===== src/rtl/decoder_stream.sv =====
// Select-field decoder (one-hot / thermometer / inverted / hold) feeding
// a small in-order output FIFO, with sticky range error and accept counter.
module decoder_stream #(
    parameter int SEL_W   = 3,
    parameter int NUM_OUT = 8,
    parameter int DEPTH   = 2,
    parameter int CNT_W   = 8
) (
    input  logic               clock,
    input  logic               reset,
    input  logic               in_valid,
    output logic               in_ready,
    input  logic [SEL_W-1:0]   in_sel,
    input  logic [1:0]         in_mode,
    output logic               out_valid,
    input  logic               out_ready,
    output logic [NUM_OUT-1:0] out_data,
    output logic               err,
    input  logic               err_clr,
    output logic [CNT_W-1:0]   dec_count
);

    localparam int PTR_W = $clog2(DEPTH);
    localparam int OCC_W = $clog2(DEPTH + 1);
    localparam logic [OCC_W-1:0] FULL_OCC = OCC_W'(DEPTH);
    localparam logic [SEL_W:0]   SEL_LIM  = (SEL_W + 1)'(NUM_OUT);

    logic [NUM_OUT-1:0] mem [DEPTH];
    logic [PTR_W-1:0]   wr_ptr;
    logic [PTR_W-1:0]   rd_ptr;
    logic [OCC_W-1:0]   occ;
    logic [NUM_OUT-1:0] last_pat;
    logic [NUM_OUT-1:0] onehot;
    logic [NUM_OUT-1:0] thermo;
    logic [NUM_OUT-1:0] dec_pat;
    logic               in_range;
    logic               dec_err;
    logic               push;
    logic               pop;

    assign in_ready  = (occ != FULL_OCC);
    assign out_valid = (occ != '0);
    assign push      = in_valid && in_ready;
    assign pop       = out_valid && out_ready;
    assign in_range  = {1'b0, in_sel} < SEL_LIM;
    assign out_data  = out_valid ? mem[rd_ptr] : '0;

    always_comb begin
        onehot = '0;
        thermo = '0;
        for (int i = 0; i < NUM_OUT; i++) begin
            onehot[i] = ({1'b0, in_sel} == (SEL_W + 1)'(i));
            thermo[i] = ({1'b0, in_sel} >= (SEL_W + 1)'(i));
        end
    end

    // Out-of-range selects write all-zero; hold mode skips the range check.
    always_comb begin
        dec_pat = '0;
        dec_err = 1'b0;
        unique case (in_mode)
            2'b00: begin
                dec_pat = in_range ? onehot : '0;
                dec_err = !in_range;
            end
            2'b01: begin
                dec_pat = in_range ? thermo : '0;
                dec_err = !in_range;
            end
            2'b10: begin
                dec_pat = in_range ? ~onehot : '0;
                dec_err = !in_range;
            end
            2'b11: begin
                dec_pat = last_pat;
            end
        endcase
    end

    always_ff @(posedge clock) begin
        if (push) begin
            mem[wr_ptr] <= dec_pat;
        end
    end

    always_ff @(posedge clock or posedge reset) begin
        if (reset) begin
            wr_ptr    <= '0;
            rd_ptr    <= '0;
            occ       <= '0;
            last_pat  <= '0;
            err       <= 1'b0;
            dec_count <= '0;
        end else begin
            if (push) begin
                wr_ptr    <= wr_ptr + 1'b1;
                last_pat  <= dec_pat;
                dec_count <= dec_count + 1'b1;
            end
            if (pop) begin
                rd_ptr <= rd_ptr + 1'b1;
            end
            case ({push, pop})
                2'b10:   occ <= occ + 1'b1;
                2'b01:   occ <= occ - 1'b1;
                default: occ <= occ;
            endcase
            // A new error wins over a simultaneous clear.
            if (push && dec_err) begin
                err <= 1'b1;
            end else if (err_clr) begin
                err <= 1'b0;
            end
        end
    end

endmodule


===== config.mk =====
export PLATFORM = sky130hd
export DESIGN_NAME = decoder_stream
export DESIGN_NICKNAME = d
export VERILOG_FILES = /design/src/rtl/decoder_stream.sv
export SDC_FILE = /design/constraint.sdc
export NUM_CORES = 1
export LEC_CHECK = 0
export ABC_AREA = 1
export BUFFER_PORTS_ARGS = -buffer_cell sky130_fd_sc_hd__buf_2
export CORE_UTILIZATION = 56
export DETAILED_ROUTE_END_ITERATION = 10
export GPL_TIMING_DRIVEN = 0
export PLACE_DENSITY = 0.79
export SKIP_LAST_GASP = 1
export SLEW_MARGIN = 30
export SYNTH_ARGS = -nofsm -noshare
export SYNTH_HDL_FRONTEND = slang
export SYNTH_SLANG_ARGS = --single-unit

===== constraint.sdc =====
create_clock -name clock -period 1.98 [get_ports clock]
set_input_delay 0.396 -clock clock [delete_from_list [all_inputs] [get_ports clock]]
set_output_delay 0.396 -clock clock [all_outputs]
set_load 0.01 [all_outputs]

==> results of run 1 <==
worst max-delay path, stage by stage, from the launching register on:
cell,delay [ns]
dfrtp_1,0.33
buf_2,0.24
clkinvlp_4,0.22
nand2_1,0.11
a21oi_1,0.06
buf_2,0.15
cell type report:
type	instances	area share (%)
plain buffers	6	1.796
clock buffers	5	1.738
clock inverters	3	1.970
inverters	26	4.867
multi-input cells	164	36.10
flip-flops and latches	36	45.42
well taps	44	2.549
repair buffers	24	5.562
per-layer routing:
layer / wire length (microns) / global-route usage (%) / up-vias
met5: 0 / 0 / -
met4: 53 / 9.302 / 0
met3: 137 / 6.061 / 6
met2: 1649 / 34.38 / 29
met1: 1707 / 30.41 / 680
li1: - / - / 805
through the flow:
stage,setup slack [ns],total power [mW]
3_3_place_gp,0.2220,2.309
6_report,0.1221,2.865
4_1_cts,0.09641,2.867
3_5_place_dp,0.2133,2.344
2_1_floorplan,0.4060,1.982
5_1_grt,0.01089,3.081
cells in the final DEF (no fill, tap or decap), types with 2 or more instances in the layout:
cell type / instances
dfrtp_1: 20
nand4_1: 5
nor2_4: 2
o21ai_0: 4
clkinv_2: 2
nand2_1: 88
a21oi_1: 10
nor2_1: 12
edfxtp_1: 16
ha_1: 2
xnor2_1: 4
nand3_1: 21
o21ai_1: 2
clkinvlp_4: 2
buf_2: 27
inv_1: 22
xor2_1: 3
and2_1: 2
nand2_2: 2
clkbuf_4: 5
flip-flops by register name, summed over array words and instances, names as in the netlist:
| name | flops |
|---|---|
| dec_count | 8 |
| rd_ptr | 1 |
| occ | 2 |
| last_pat | 8 |
| mem | 16 |
| wr_ptr | 1 |
final timing paths:
kind,to,slack [ns]
min reg2reg,last_pat[5]$_DFFE_PP0P_,0.49
max in group asynchronous,last_pat[1]$_DFFE_PP0P_,1.33
max,out_data[1],0.12
min in group clock,dec_count[0]$_DFFE_PP0P_,0.35
min,last_pat[3]$_DFFE_PP0P_,0.17
max reg2reg,occ[1]$_DFFE_PP0P_,0.18
kinds of logic (layout without fill, tap and decap cells):
family	Yosys count	after routing
AO/OA/AOI/OAI	18	18
XOR/XNOR	7	7
adder cells (fa/ha/maj)	2	2
buffers and inverters	32	64
flip-flops	36	36
other	1	1
AND/OR/NAND/NOR	136	136
power by group:
| part | switching (mW) | internal (mW) | leakage (nW) |
|---|---|---|---|
| Combinational | 0.681 | 0.421 | 0.629 |
| Clock | 0.265 | 0.263 | 0.0412 |
| Sequential | 0.171 | 1.06 | 0.396 |
| Total | 1.12 | 1.75 | 1.07 |
what timing repair did:
| action | in CTS | in global routing |
|---|---|---|
| endpoints found under the hold margin | 0 | 0 |
| hold buffers | 0 | 0 |
| resized for setup | 0 | 1 |
| endpoints found under the setup margin | 0 | 5 |
==> Implementation_results.wiki, run 1 <==
{| class="wikitable"
! Metric !! Value
|-
| Wirelength per Cell || approximately 12 microns
|-
| Number of instances in the synthesized netlist || between 200 and 250
|-
| Min Clock Period, post-route || 1.858 ns
|-
| Async set-reset flop share out of synthesis || a little under three fifths
|-
| Wire length of the first global-routing pass || roughly 5800 microns
|-
| # Max-Cap Violations || 0
|-
| Capturing element type of the critical path || primary output
|-
| Total via count after detailed routing || about 1500
|-
| Warning count from the yosys run || 0
|-
| Aggregate global-route resource usage || between 20% and 30%
|-
| Number of nets in the synthesized netlist || ~240
|-
| Total iterations of the first detailed-routing run || 4
|-
| Htree depth || 2
|-
| Post-synthesis mux area share || 0%
|-
| Synth top area share || 26.33%
|-
| Clock buffer depth || 2
|-
| Clock tree from TritonCTS || yes
|-
| Category of the most critical setup path || reg2out
|-
| Global-route congestion overflow total || 0
|-
| Headroom to the max-slew limit || between 40% and 50%
|-
| Clock slew seen by the registers of the worst setup and hold paths || 0.12 ns
|-
| Number of filler cells placed in the layout || around 250
|-
| Clock root buffer || clkbuf_4
|-
| Setup crit start || rd_ptr$_DFFE_PP0P_
|-
| Share of synthesized cell area in and, or, nand and nor gates || between 30% and 40%
|-
| Post-detailed-route DRC marker count || 0
|-
| VDD IR max || between 0.0006 and 0.0007 V
|-
| Worst-Skew Late Latency || roughly 0.35 ns
|-
| Largest cells by area after synthesis || dfrtp_1, edfxtp_1, nand2_1, nand3_1, inv_1
|-
| Drt initial violations || 74
|-
| Number of synthesized register bits || 36
|-
| Global placer's final weighted congestion || about 0.95
|-
| Area of placed instances || 2076 sq um
|-
| Die Width || 60.26 microns
|-
| Number of antenna violations at the first check in global routing || 0
|-
| Final nets || ~280
|-
| Leakage power figure || about 1.1 nW
|-
| Sequential cell area || around 1000 sq um
|-
| Slew at the pin with the worst max-slew slack || ~0.77 ns
|-
| Setup tns final || 0 ns
|-
| Fin Hold WS || between 0.15 and 0.2 ns
|-
| Final period util || 93.83%
|-
| Cell taking the most area after synthesis || dfrtp_1
|-
| Final cell utilization of the core || between 60 and 70%
|-
| Estimated wirelength of the detail-placed design || 2445 microns
|-
| Area share of fa/ha/maj cells after synthesis || around 1.3%
|-
| Post-CTS setup buffers || 0
|-
| Endpoints failing setup || 0
|-
| Predominant post-synthesis flop cell || dfrtp_1
|-
| Final WL || between 3000 and 4000 microns
|-
| Dominant combinational cell family by area after synthesis || simple AND/OR/NAND/NOR gates
|-
| Number of flops mapped to enable cells by yosys || 16
|-
| Sequential-to-total area share from yosys stat || between 50% and 60%
|-
| Cell Area, Synth || 1901 sq um
|-
| Floorplan core area || between 3000 and 4000 sq um
|-
| Cell Pwr Density || around 1300 nW/um^2
|-
| PortBufs || 24
|-
| Number of distinct standard cells referenced by the synthesized netlist || 30
|-
| Vias per cell || slightly below 5
|-
| Fin. max-slew vios || 0
|-
| # diodes || 0
|-
| Die Outline Area || around 3600 sq um
|-
| XOR/XNOR Fraction of Synth Area || 3.226%
|-
| Fraction of final layout cells with drive strength greater than 1 || 18.94%
|-
| Synth cell count leaders || nand2_1, inv_1, nand3_1, dfrtp_1, edfxtp_1
|-
| Area growth syn-to-layout || 13.63%
|-
| Antenna violation net count after detailed routing || 0
|-
| Post-Synthesis Mean Instance Area || between 8 and 9 sq um
|-
| Via count of the first global-routing pass || around 1300
|-
| Required time reported for the critical path endpoint || 1.58 ns
|-
| Cell Rows || 20
|-
| Outcome || finished, final reports clean
|-
| Complex-gate fraction of the synthesized area || under 10%
|-
| Total CTS buffers || 5
|-
| Hold Path Class || in2async
|-
| Unrepaired setup endpoints after global routing || no
|-
| Die outline height || around 60 microns
|-
| Library cell with the highest instance count after synthesis || nand2_1
|-
| Clock tree sinks || 36
|-
| Data arrival time at the worst-slack endpoint || approximately 1.5 ns
|-
| Worst r2r path cells || 6
|-
| Total instance count after detailed placement || 300
|-
| Maximum net fanout on the critical path || 10
|-
| Critical R2R Launch || occ[0]$_DFFE_PP0P_
|-
| Initial cell density of the core || between 60 and 70%
|-
| Setup Skew || roughly 0.0095 ns
|-
| Area of all placed cells without fillers || about 2200 sq um
|-
| Category of the worst setup path launch point || register
|-
| Fmax achieved || 538.2 MHz
|-
| Largest net degree at the start of global routing || 21
|-
| Area of combinational cells with multiple inputs || roughly 780 sq um
|-
| Endpoints failing hold || 0
|-
| Fin cells || ~310
|-
| Number of top-level design ports || 29
|}
Power figures use the tool's default switching activity.
==> run 2: changes to the inputs <==
- CTS_BUF_LIST: not set -> sky130_fd_sc_hd__clkbuf_16
==> run 2 against run 1 <==
Critical path depth unchanged. Die area unchanged. Clock power increased by 68%. Non-clock buffer count unchanged. Maximum frequency increased by 2.9%. First-iteration DRC count increased by 20%. Design area increased by 3.9%. Combinational power about the same. Register-to-register slack improved by 0.03 ns. Sequential power about the same. Clock skew decreased by 0.0058 ns.
==> Implementation_results.wiki, run 2 (synthesis results as in run 1) <==
{| class="wikitable"
! Metric !! Value
|-
| Outcome || finished, final reports clean
|-
| Final period util || 91.16% (-2.7 points)
|-
| Die Width || 60.26 microns (unchanged)
|-
| Antenna violation net count after detailed routing || 0 (unchanged)
|-
| Endpoints failing setup || 0 (unchanged)
|-
| Via count of the first global-routing pass || 1360 (+4.4%)
|-
| Drt initial violations || 89 (+20%)
|-
| VDD IR max || 0.0007043 V (+4.6%)
|-
| Setup Skew || 0.003671 ns (-0.005804 ns)
|-
| Initial cell density of the core || 60.76% (unchanged)
|-
| Cell Rows || 20 (unchanged)
|-
| Die Outline Area || 3631 sq um (unchanged)
|-
| Data arrival time at the worst-slack endpoint || 1.41 ns (-0.05 ns)
|-
| Headroom to the max-slew limit || 48.79% (+0.46 points)
|-
| Most common library cell in the layout ignoring fill and taps || nand2_1
|-
| Slew at the pin with the worst max-slew slack || 0.7673 ns (-0.006825 ns)
|-
| Htree depth || 2 (unchanged)
|-
| Unrepaired setup endpoints after global routing || no
|-
| # diodes || 0 (unchanged)
|-
| Setup tns final || 0 ns (unchanged)
|-
| Quantity of hold-fixing buffers added after cts || 0 (unchanged)
|-
| Final nets || 275 (unchanged)
|-
| Total via count after detailed routing || 1501 (-1.3%)
|-
| Clock buffer depth || 2 (unchanged)
|-
| Estimated wirelength of the detail-placed design || 2445 microns (unchanged)
|-
| Critical R2R Launch || occ[0]$_DFFE_PP0P_
|-
| Number of top-level design ports || 29 (unchanged)
|-
| Final WL || 3684 microns (+3.8%)
|-
| Clock slew seen by the registers of the worst setup and hold paths || 0.06 ns (-0.06 ns)
|-
| Wirelength per Cell || 11.96 microns (+3.8%)
|-
| # Max-Cap Violations || 0 (unchanged)
|-
| Clock tree sinks || 36 (unchanged)
|-
| Largest registers || mem x16, dec_count x8, last_pat x8
|-
| Area growth syn-to-layout || 18.04%
|-
| Leading cell types in the layout, fill and taps excluded || nand2_1, buf_2, inv_1, nand3_1, dfrtp_1
|-
| Required time reported for the critical path endpoint || 1.58 ns (about the same)
|-
| Final cell utilization of the core || 71.72% (+2.7 points)
|-
| Largest net degree at the start of global routing || 21 (unchanged)
|-
| Fraction of final layout cells with drive strength greater than 1 || 18.56% (-0.38 points)
|-
| Floorplan core area || 3128 sq um (unchanged)
|-
| Die outline height || 60.26 microns (unchanged)
|-
| Largest register FFs || 16 (unchanged)
|-
| Post-cts resize count || 0 (unchanged)
|-
| Total CTS buffers || 5 (unchanged)
|-
| Setup crit start || rd_ptr$_DFFE_PP0P_
|-
| Hold Path Class || in2async
|-
| Capturing element type of the critical path || primary output
|-
| Worst-Skew Late Latency || 0.28 ns (-0.07 ns)
|-
| Leakage power figure || 1.110 nW (+4.1%)
|-
| Register bank with the most flops || mem
|-
| Global-route congestion overflow total || 0 (unchanged)
|-
| Clock root buffer || clkbuf_16
|-
| PortBufs || 24 (unchanged)
|-
| Aggregate global-route resource usage || 24.00% (+1.4 points)
|-
| FF-to-FF setup slack || 0.21 ns (+0.03 ns)
|-
| Endpoints failing hold || 0 (unchanged)
|-
| Total iterations of the first detailed-routing run || 4 (unchanged)
|-
| Number of antenna violations at the first check in global routing || 0 (unchanged)
|-
| Category of the worst setup path launch point || register
|-
| Fin. max-slew vios || 0 (unchanged)
|-
| Category of the most critical setup path || reg2out
|-
| Clock tree from TritonCTS || yes
|-
| Global placer's final weighted congestion || 0.9450 (unchanged)
|-
| Fmax achieved || 554.0 MHz (+2.9%)
|-
| Min Clock Period, post-route || 1.805 ns (-0.05289 ns)
|-
| Total power of the final layout || 3.226 mW (+13%)
|-
| Post-detailed-route DRC marker count || 0 (unchanged)
|-
| Post-CTS setup buffers || 0 (unchanged)
|-
| Maximum net fanout on the critical path || 10 (unchanged)
|-
| Cell Pwr Density || 1438 nW/um^2 (+8.4%)
|-
| Vias per cell || 4.873 (-1.3%)
|-
| Wire length of the first global-routing pass || 6230 microns (+7.1%)
|}
[run 2: metrics by stage]
stage / setup slack [ns] / hold WS (ns) / instances / cell area [sq um]
after floorplan: 0.4060 / 0.3598 / 232 / 1901
after global placement: 0.2220 / 0.4620 / 300 / 2076
after detailed placement: 0.2133 / 0.4678 / 300 / 2076
after CTS: 0.1578 / 0.2808 / 308 / 2243
after global routing: 0.03704 / 0.3414 / 308 / 2243
final: 0.1750 / 0.2499 / 308 / 2243
[run 2: area by class of cell]
cell class	instances	area, sq um
Inverter	26	101.3
Sequential cell	36	980.9
Multi-Input combinational cell	164	779.5
Tap cell	44	55.05
Buffer	6	38.79
Clock inverter	3	42.54
Fill cell	241	884.6
Clock buffer	5	125.1
Timing Repair Buffer	24	120.1
[run 2: worst max-delay path, cell delays in order, from the launching register on]
cell,delay (ns)
dfrtp_1,0.35
buf_2,0.18
inv_1,0.22
nand2_1,0.10
a21oi_1,0.13
buf_2,0.14
[run 2: power by group]
group          total, mW  internal (mW)  switching [mW]
registers           1.24           1.07           0.171
clock network      0.885          0.591           0.294
logic               1.10          0.418           0.684
total               3.23           2.08            1.15
[run 2: layer usage]
layer  track usage, %  vias up  part of all wire (%)
met5                0        -                     0
met4            5.316        0                  0.73
met3            6.494        4                   4.3
met2            39.72       27                    48
met1            31.36      664                    47
li1                 -      806                     -
[run 2: final timing paths]
kind	endpoint	depth (start not counted)
setup reg to reg	occ[1]$_DFFE_PP0P_	6
hold / removal	dec_count[0]$_DFFE_PP0P_	2
setup / recovery	out_data[2]	5
max in group asynchronous	last_pat[2]$_DFFE_PP0P_	2
hold reg to reg	last_pat[5]$_DFFE_PP0P_	2
min in group clock	dec_count[0]$_DFFE_PP0P_	3
==> run 3: changes to the inputs <==
- CORE_UTILIZATION: 56 -> 31
- CTS_BUF_LIST: sky130_fd_sc_hd__clkbuf_16 -> not set
- PLACE_DENSITY: 0.79 -> not set
==> run 3 against run 2 <==
Power is 8.1% lower. Hold slack better by 0.011 ns. Via count is 3.1% higher. Cell count is 10% higher. Maximum frequency is 2.0% lower. Critical path type unchanged. Largest power group unchanged. Highest routed layer unchanged.
==> Implementation_results.wiki, run 3 (synthesis results as in run 1) <==
{| class="wikitable"
! Metric !! Value
|-
| Number of antenna violations at the first check in global routing || 0 (unchanged)
|-
| Share of total power in sequential cells || 41.6% (+3.2 points)
|-
| Slew at the pin with the worst max-slew slack || 0.8149 ns (+0.04763 ns)
|-
| Outcome || finished, final reports clean
|-
| Vias per cell || 4.566 (-6.3%)
|-
| Category of the worst setup path launch point || register
|-
| Cell Pwr Density || 1334 nW/um^2 (-7.3%)
|-
| Clock root buffer || clkbuf_8
|-
| Global-route congestion overflow total || 0 (unchanged)
|-
| Total CTS buffers || 5 (unchanged)
|-
| Setup Skew || 0.009584 ns (+0.005913 ns)
|-
| Total instance count after detailed placement || 331 (+10%)
|-
| Area growth syn-to-layout || 16.92%
|-
| Drt initial violations || 59 (-34%)
|-
| Clock tree sinks || 36 (unchanged)
|-
| Htree depth || 2 (unchanged)
|-
| Total power of the final layout || 2.964 mW (-8.1%)
|-
| Fin. max-slew vios || 0 (unchanged)
|-
| Required time reported for the critical path endpoint || 1.58 ns (about the same)
|-
| Capturing element type of the critical path || primary output
|-
| Die outline height || 80.30 microns (+33%)
|-
| VDD IR max || 0.0004697 V (-33%)
|-
| Floorplan core area || 5921 sq um (+89%)
|-
| Setup tns final || 0 ns (unchanged)
|-
| Post-cts resize count || 0 (unchanged)
|-
| Clock tree from TritonCTS || yes
|-
| # diodes || 0 (unchanged)
|-
| Post-detailed-route DRC marker count || 0 (unchanged)
|-
| Initial cell density of the core || 32.10% (-29 points)
|-
| Register bank with the most flops || mem
|-
| Final period util || 93.02% (+1.9 points)
|-
| Wire length of the first global-routing pass || 6603 microns (+6.0%)
|-
| Number of top-level design ports || 29 (unchanged)
|-
| Leading cell types in the layout, fill and taps excluded || nand2_1, buf_2, inv_1, nand3_1, dfrtp_1
|-
| Cell Int Power || 1.858 mW (-11%)
|-
| Slowest-stage cell, CP || dfrtp_1
|-
| Area of combinational cells with multiple inputs || 779.5 sq um (unchanged)
|-
| # Max-Cap Violations || 0 (unchanged)
|-
| Aggregate global-route resource usage || 13.78% (-10 points)
|-
| Number of filler cells placed in the layout || 620 (+160%)
|-
| Final nets || 275 (unchanged)
|-
| Die Outline Area || 6448 sq um (+78%)
|-
| Hold Path Class || in2async
|-
| Total via count after detailed routing || 1548 (+3.1%)
|-
| Most common library cell in the layout ignoring fill and taps || nand2_1
|-
| Fmax achieved || 542.9 MHz (-2.0%)
|-
| Maximum net fanout on the critical path || 10 (unchanged)
|-
| Total iterations of the first detailed-routing run || 4 (unchanged)
|-
| Data arrival time at the worst-slack endpoint || 1.45 ns (+0.04 ns)
|-
| Unrepaired setup endpoints after global routing || no
|-
| Largest register FFs || 16 (unchanged)
|-
| Post-CTS setup buffers || 0 (unchanged)
|-
| Largest registers || mem x16, dec_count x8, last_pat x8
|-
| Largest net degree at the start of global routing || 21 (unchanged)
|-
| Net Switching || 1.105 mW (-3.8%)
|-
| Min Clock Period, post-route || 1.842 ns (+0.03684 ns)
|-
| Clock buffer depth || 2 (unchanged)
|-
| Clock network fraction of design power || 21.2% (-6.2 points)
|-
| Largest stage delay on the critical path || 0.35 ns (about the same)
|-
| Worst-Skew Late Latency || 0.28 ns (about the same)
|-
| Endpoints failing hold || 0 (unchanged)
|-
| Global placer's final weighted congestion || 0.8367 (-11%)
|-
| Dominant delay contributor by cell family on the critical path || buffers and inverters
|-
| Leakage power figure || 1.086 nW (-2.2%)
|-
| Wirelength per Cell || 11.81 microns (-1.3%)
|-
| Area of placed instances || 2115 sq um (+1.9%)
|-
| Die Width || 80.30 microns (+33%)
|-
| Headroom to the max-slew limit || 45.61% (-3.2 points)
|-
| Antenna violation net count after detailed routing || 0 (unchanged)
|-
| Fin Hold WS || 0.2606 ns (+0.01076 ns)
|-
| Cells along the critical path || buf_2, inv_1, nand2_1, a21oi_1, buf_2
|-
| Cell Rows || 28 (+40%)
|-
| Number of buffers and inverters on the critical path || 3 (unchanged)
|-
| Most used cell, CP || buf_2
|-
| Via count of the first global-routing pass || 1426 (+4.9%)
|-
| Area of all placed cells without fillers || 2222 sq um (-0.95%)
|-
| Estimated wirelength of the detail-placed design || 2835 microns (+16%)
|-
| Fraction of final layout cells with drive strength greater than 1 || 18.18% (-0.38 points)
|-
| PortBufs || 24 (unchanged)
|-
| Final WL || 4004 microns (+8.7%)
|-
| Category of the most critical setup path || reg2out
|-
| Part of the power in combinational logic || 37.2% (+3.0 points)
|-
| Quantity of hold-fixing buffers added after cts || 0 (unchanged)
|-
| Clock slew seen by the registers of the worst setup and hold paths || 0.07 ns (about the same)
|-
| Fin cells || 339 (+10%)
|-
| Sequential cell area || 980.9 sq um (unchanged)
|-
| Endpoints failing setup || 0 (unchanged)
|-
| Fraction of power spent switching nets || 37.30% (+1.7 points)
|}
-- run 3: cell count changes in the layout (fill, tap and decap cells not counted), sizes merged --
cell,before,now
clkinvlp,1,0
clkbuf,6,7
-- run 3: final cells by class --
type / count / area share [%]
Timing Repair Buffer: 24 / 5.405
Clock buffer: 6 / 3.266
Multi-Input combinational cell: 164 / 35.08
Clock inverter: 2 / 1.577
Sequential cell: 36 / 44.14
Buffer: 6 / 1.745
Tap cell: 75 / 4.223
Inverter: 26 / 4.561
-- run 3: worst register-to-register path, stage by stage, from the launching register on --
cell     delay [ns]
dfrtp_1        0.43
inv_1          0.07
nand2_2        0.08
nand2_4        0.08
buf_2          0.20
nor2_1         0.58
-- run 3: worst paths after layout --
kind                                          from  cells past startpoint  slack, ns                        to
max                             rd_ptr$_DFFE_PP0P_                      5       0.14               out_data[3]
min                                          reset                      2       0.26   last_pat[7]$_DFFE_PP0P_
max reg2reg                     occ[0]$_DFFE_PP0P_                      5       0.17       mem[0][6]$_DFFE_PP_
min reg2reg                last_pat[3]$_DFFE_PP0P_                      2       0.49   last_pat[3]$_DFFE_PP0P_
max in group asynchronous                    reset                      2       1.21  dec_count[1]$_DFFE_PP0P_
min in group clock                        in_valid                      3       0.42  dec_count[0]$_DFFE_PP0P_
-- run 3: per-stage QoR --
step | utilization [%] | setup WS (ns)
2_1_floorplan | - | 0.4060
3_3_place_gp | 35.71 | 0.1815
3_5_place_dp | 35.71 | 0.1461
4_1_cts | 37.53 | 0.1090
5_1_grt | 37.53 | 0.02255
6_report | 37.53 | 0.1381
-- run 3: per-layer routing --
| metal | vias to the layer above | part of all wire (%) | track usage (%) |
|---|---|---|---|
| met2 | 26 | 48 | 22.91 |
| met3 | 5 | 3.5 | 2.841 |
| li1 | 799 | - | - |
| met5 | - | 0 | 0 |
| met4 | 0 | 1.3 | 5.357 |
| met1 | 718 | 48 | 17.44 |
-- run 3: power groups by stage --
stage	registers, mW	logic, mW	clock network, mW
floorplan	1.24	0.741	0
global placement	1.24	1.09	0
detailed placement	1.25	1.12	0
CTS	1.24	1.12	0.647
global route	1.27	1.26	0.683
finish	1.23	1.10	0.628
